File: config.mk
export PLATFORM = sky130hd
export DESIGN_NAME = ripple_carry_adder_reg
export DESIGN_NICKNAME = d
export VERILOG_FILES = /design/src/rtl/adder_pkg.sv /design/src/rtl/full_adder.sv /design/src/rtl/ripple_carry_adder_reg.sv
export SDC_FILE = /design/constraint.sdc
export NUM_CORES = 1
export LEC_CHECK = 0
export BUFFER_PORTS_ARGS = -buffer_cell sky130_fd_sc_hd__buf_2
export CAP_MARGIN = 20
export CORE_AREA = 2 2 39 41
export CTS_CLUSTER_SIZE = 16
export DETAILED_ROUTE_END_ITERATION = 7
export DIE_AREA = 0 0 41 43
export SLEW_MARGIN = 0
export SYNTH_ARGS = -nofsm -noshare
export SYNTH_HDL_FRONTEND = slang
export SYNTH_SLANG_ARGS = --single-unit
export TNS_END_PERCENT = 1
File: constraint.sdc
create_clock -name i_clk -period 2 [get_ports i_clk]
set_input_delay 0.2 -clock i_clk [delete_from_list [all_inputs] [get_ports i_clk]]
set_output_delay 0.2 -clock i_clk [all_outputs]
set_load 0.005 [all_outputs]
File: src/rtl/adder_pkg.sv
// Shared definitions for the registered ripple-carry adder and its parents.
package adder_pkg;

    localparam int unsigned ADDER_DATA_WD_DEFAULT = 4;

    // {carry-out, sum} result vector at the default operand width
    typedef logic [ADDER_DATA_WD_DEFAULT:0] adder_result_t;

endpackage : adder_pkg

File: src/rtl/full_adder.sv
// Single-bit full-adder cell; one link of the ripple carry chain.
module full_adder (
    input  logic i_a,
    input  logic i_b,
    input  logic i_c,
    output logic o_sum,
    output logic o_carry
);

    logic half_sum;

    always_comb begin
        half_sum = i_a ^ i_b;
        o_sum    = half_sum ^ i_c;
        o_carry  = (i_a & i_b) | (i_c & half_sum);
    end

endmodule : full_adder

File: src/rtl/ripple_carry_adder_reg.sv
// DATA_WD-bit ripple-carry adder with carry-in; {carry-out, sum} is captured
// in an output register with a registered valid flag.
module ripple_carry_adder_reg
    import adder_pkg::*;
#(
    parameter int unsigned DATA_WD = ADDER_DATA_WD_DEFAULT
) (
    input  logic               i_clk,
    input  logic               i_rst,
    input  logic               i_valid,
    input  logic [DATA_WD-1:0] i_a,
    input  logic [DATA_WD-1:0] i_b,
    input  logic               i_c,
    output logic               o_valid,
    output logic [DATA_WD:0]   o_arith_out
);

    logic [DATA_WD:0]   carry;
    logic [DATA_WD-1:0] sum;

    assign carry[0] = i_c;

    for (genvar k = 0; k < DATA_WD; k++) begin : g_cell
        full_adder u_full_adder (
            .i_a     (i_a[k]),
            .i_b     (i_b[k]),
            .i_c     (carry[k]),
            .o_sum   (sum[k]),
            .o_carry (carry[k+1])
        );
    end

    // Carry-out is passed through raw; borrow/overflow meaning is the parent's call
    always_ff @(posedge i_clk) begin
        if (i_rst) begin
            o_arith_out <= '0;
            o_valid     <= 1'b0;
        end else begin
            o_valid <= i_valid;
            if (i_valid) begin
                o_arith_out <= {carry[DATA_WD], sum};
            end
        end
    end

endmodule : ripple_carry_adder_reg

# Word-level counts from Yosys, hierarchy flattened
# Cells that the tools add are included.
# Widths: inputs -> output; s select.
# classes
n_bitwise	20
# op_table
cell	count
$and 1x1->1	8
$xor 1x1->1	8
$or 1x1->1	4
# word_totals
ff_bits	6
inputBits	12
output_inout_bits	6

# Longest topological paths before layout
# depth
word_depth	9
ltp_mapped	8
mapped_depth_nobuf	8

# Hierarchy
# Synthesis repeated with hierarchy kept, for this count alone.
# hier_totals
cells_unflattened	22
area_unflattened_um2	286.5
# by_module_without_submodules
mod	instances	cells_each	area_each_um2	seq_area_each_um2
ripple_carry_adder_reg	1	18	206.4	120.1
full_adder	4	1	20.0	0.0

# Worst setup path before layout
# No wires, ideal clock.
# synth_timing
kind	in2reg
startpoint	input port i_a[0]
endpoint	register o_arith_out[3]
setup_time_ns	0.086
arrival_ns	1.849
path_slack_ns	0.066
cell_stages	8
n_path_buf	0
cell_sequence	inv_1 -> fa_1 -> inv_1 -> fa_1 -> fa_1 -> inv_1 -> fa_1 -> a211oi_1
# synth_between
elab_chain_len	8
elab_cells_between_ends	9
cone_classes	bitwise: 9
# synth_rtl
element	line	rtl
from (decl)	ripple_carry_adder_reg.sv:11	input logic [DATA_WD-1:0] i_a,
$xor 1x1->1	full_adder.sv:13	half_sum = i_a ^ i_b;
$and 1x1->1	full_adder.sv:15	o_carry = (i_a & i_b) | (i_c & half_sum);
$or 1x1->1 *	full_adder.sv:15	
$and 1x1->1 *	full_adder.sv:15	
$or 1x1->1 *	full_adder.sv:15	
$and 1x1->1 *	full_adder.sv:15	
$or 1x1->1 *	full_adder.sv:15	
$xor 1x1->1 *	full_adder.sv:14	o_sum = half_sum ^ i_c;
to (signal assigned)	ripple_carry_adder_reg.sv:41	o_arith_out <= {carry[DATA_WD], sum};
to (decl)	ripple_carry_adder_reg.sv:15	output logic [DATA_WD:0] o_arith_out
# Every way passes the cells marked *; elsewhere a longest branch is shown, timed or not.
# A chain may end at the register's enable or synchronous reset.

# Final worst setup path
# Ends and elaborated chain as after synthesis.

==> impl_summary.txt <==
----------------------------------------------------
[Finish]
  Design Area, Final ... around 430 µm²
  Post-layout nets ... between 60 and 70
  Fin util ... 0.308
  Area Overhead vs Synth ... 37.5%
  Number of diodes ... 0
  Fraction of final layout cells sized beyond drive strength 1 ... 0.458

[Synthesis]
  XOR/XNOR Fraction of Synth Area ... 0
  Mean post-synth cell area ... 10.7 µm²
  Multiplexer share of the synthesized area ... 0.0645
  Number of cells produced by synthesis ... 29
  Fraction of the mapped netlist area in adder cells ... 0.258
  Synthesized netlist net count ... 45
  Yosys warnings ... 0
  Dominant combinational cell family by area after synthesis ... adder cells
  FF+latch count, synth ... 6
  Synth Cell Area ... just over 300 µm²
  Seq/Total Area, Yosys ... 0.387
  Synth Area in Compound Gates ... 0.0726
  Basic-gate share of the synthesized area counting and, or, nand and nor cells ... 0.0968
  Count of distinct cell types in the synthesized netlist ... 9

[STA]
  Worst max-slew margin expressed relative to the limit ... 0.876
  Final period utilization ... 0.934
  Min Hold Slack ... just over 0.2 ns
  Setup violators final ... 0
  Setup repair after global routing missed its margin ... false
  Final Skew ... 0 ns
  Final critical path time including I/O delays and setup ... about 1.9 ns
  Worst slew pin tran ... ~0.19 ns
  Upper clock frequency limit ... 0.535 GHz
  Final number of max-transition violations ... 0
  Count of endpoints failing hold in the final timing report ... 0

[Hold path]
  Type of the tightest min-delay check ... in -> reg
  Worst hold path cell count ... 2

[Power]
  Logic gate share of total power ... 0.198
  PD cells ... about 710 nW/µm²
  Highest ir drop seen on vdd ... 0.262 mV
  Fraction of power consumed by the clock network ... 0.353
  P_int ... 0.230 mW
  P_leak ... about 0.23 nW
  Switch share ... 0.242
  Sw Pwr ... around 0.073 mW
  Fraction of power consumed by sequential logic ... 0.449

[Global route]
  Wire length of the first global-routing pass ... ~950 µm
  Aggregate global-route resource usage ... 0.0822
  Remaining global-route overflow ... 0
  Number of antenna violations at the first check in global routing ... 0
  Vias in the first global route ... ~270
  Maximum number of pins on one net before global-route repair ... 10

[CTS]
  Post-CTS resize count ... 0
  Root Buffer Master ... sky130_fd_sc_hd__clkbuf_4
  H-Tree Depth ... 1
  Hold-fix buffer count after cts ... 0
  CTS tree ... built
  Post-CTS Setup Repair Bufs ... 0
  Number of sinks driven by the clock tree ... 6
  Max Root-Sink Buffers ... 2
  Total clock buffers created by CTS ... 3
  Worst-Skew Late Latency ... 0.23 ns
  CTS clk-pin slew, worst paths ... roughly 0.040 ns

[Drt]
  Detailed-router iteration count before antenna repair ... 2
  Final routed wirelength across all metal layers ... ~530 µm
  Post-DR wirelength/cell ... around 8 µm
  Ratio of routed vias to standard cells ... approximately 4.1
  Detail Route Antenna Nets ... 0
  Drc violations ... 0
  Overall via count from detail_route ... 260
  First-iteration detailed-routing DRC count ... 2

[Run status]
  Run status ... completed

[Critical path]
  Combined buffer and inverter count along the critical path ... 4
  Delay of the slowest cell on the worst path ... 0.41 ns
  Crit path max-delay cell type ... sky130_fd_sc_hd__fa_1
  Required time worst endpoint ... between 2 and 2.5 ns
  Highest fanout seen on the critical path ... 1
  Critical setup path kind ... in -> reg
  Worst r2r path cells ... 2
  Startpoint types ... primary input
  Arr. time, crit path ... between 2 and 2.5 ns
  Cell-by-cell trace of the critical path ... buf_2, inv_1, fa_1, inv_1, fa_1, fa_1, inv_1, fa_1, a211oi_1
  Number of cells on the critical path ... 9
  Gate family responsible for the most delay along the worst path ... adder cells
  Category of the worst setup path capture point ... flip-flop
  Library cell appearing most often on the critical path ... sky130_fd_sc_hd__fa_1

[Floorplan]
  Standard cell core area ... approximately 1400 µm²
  Row count ... 14
  Boundary pin count ... 18
  Total Die Area ... approximately 1800 µm²
  Die width ... ~41 µm
  Height of the chip ... approximately 43 µm
  Initial core utilization ... 0.224

[Place]
  Final HPWL DP ... just under 500 µm
  DP Area ... about 400 µm²
  Count of input and output buffers ... 17
  Final RePlAce weighted congestion ... 0.633

[Job]
  Max_cap viols ... 0

----------------------------------------------------
## Yosys cell counts
library cell	n	area, µm²
sky130_fd_sc_hd__a211oi_1	3	22.5
sky130_fd_sc_hd__nor2_1	3	11.3
sky130_fd_sc_hd__dfxtp_1	6	120
sky130_fd_sc_hd__mux2i_1	2	20.0
sky130_fd_sc_hd__inv_1	7	26.3
sky130_fd_sc_hd__buf_6	1	11.3
sky130_fd_sc_hd__fa_1	4	80.1
sky130_fd_sc_hd__nor2_2	2	12.5
sky130_fd_sc_hd__nor2b_1	1	6.26
## metal layers
metal  GRT usage  routed length, µm  up-vias
li1            -                  -      127
met1      0.0833                198      124
met2       0.128                296        9
met3      0.0314                 31        0
met4      0.0600                  0        0
met5           0                  0        -
## flip-flops by register name, indices dropped and copies added (netlist names)
register and count:
o_arith_out 5, o_valid 1
## through the flow
step	cells	TNS, ns	total power [mW]	setup slack, ns
global route	64	0	0.329	0.0298
floorplan	29	0	0.171	0.0656
CTS	64	0	0.310	0.111
finish	64	0	0.303	0.132
global placement	61	-0.102	0.198	-0.102
detailed placement	61	-0.133	0.200	-0.133
## logic make-up (layout without fill, tap and decap cells)
group	Yosys count	count (layout)
DFF	6	6
adders and majority gates	4	4
buffers and inverters	8	27
muxes	2	2
and+or+nand+nor	6	6
AOI/OAI and AO/OA	3	3
## power by group through the flow
stage	combinational, mW	sequential, mW	clock, mW
6_report	0.0599	0.136	0.107
5_1_grt	0.0692	0.137	0.122
4_1_cts	0.0621	0.136	0.111
3_5_place_dp	0.0621	0.138	0
3_3_place_gp	0.0593	0.138	0
2_1_floorplan	0.0318	0.140	0
## final cells by class
class                      count  area, µm²
fill                         150        957
timing repair buffer          17       85.1
clock buffer                   3       22.5
tap                           16       20.0
inverter                       7       26.3
multi-input combinational     15        153
sequential                     6        120
## path summary, 6_finish.rpt
path	startpoint	endpoint	slack, ns
max	i_a[0]	o_arith_out[3]	0.13
min	i_rst	o_arith_out[3]	0.21
max reg2reg	o_arith_out[0]	o_arith_out[0]	1.34
min reg2reg	o_arith_out[0]	o_arith_out[0]	0.48
## layout by cell type, fill, tap and decap left out
cell type                  synthesis  final
sky130_fd_sc_hd__fa_1              4      4
sky130_fd_sc_hd__mux2i_1           2      2
sky130_fd_sc_hd__clkbuf_4          0      3
sky130_fd_sc_hd__nor2_2            2      2
sky130_fd_sc_hd__nor2_1            3      3
sky130_fd_sc_hd__nor2b_1           1      1
sky130_fd_sc_hd__inv_1             7      7
sky130_fd_sc_hd__a211oi_1          3      3
sky130_fd_sc_hd__dfxtp_1           6      6
sky130_fd_sc_hd__buf_2             0     17
(Power assumes the default switching activity.)
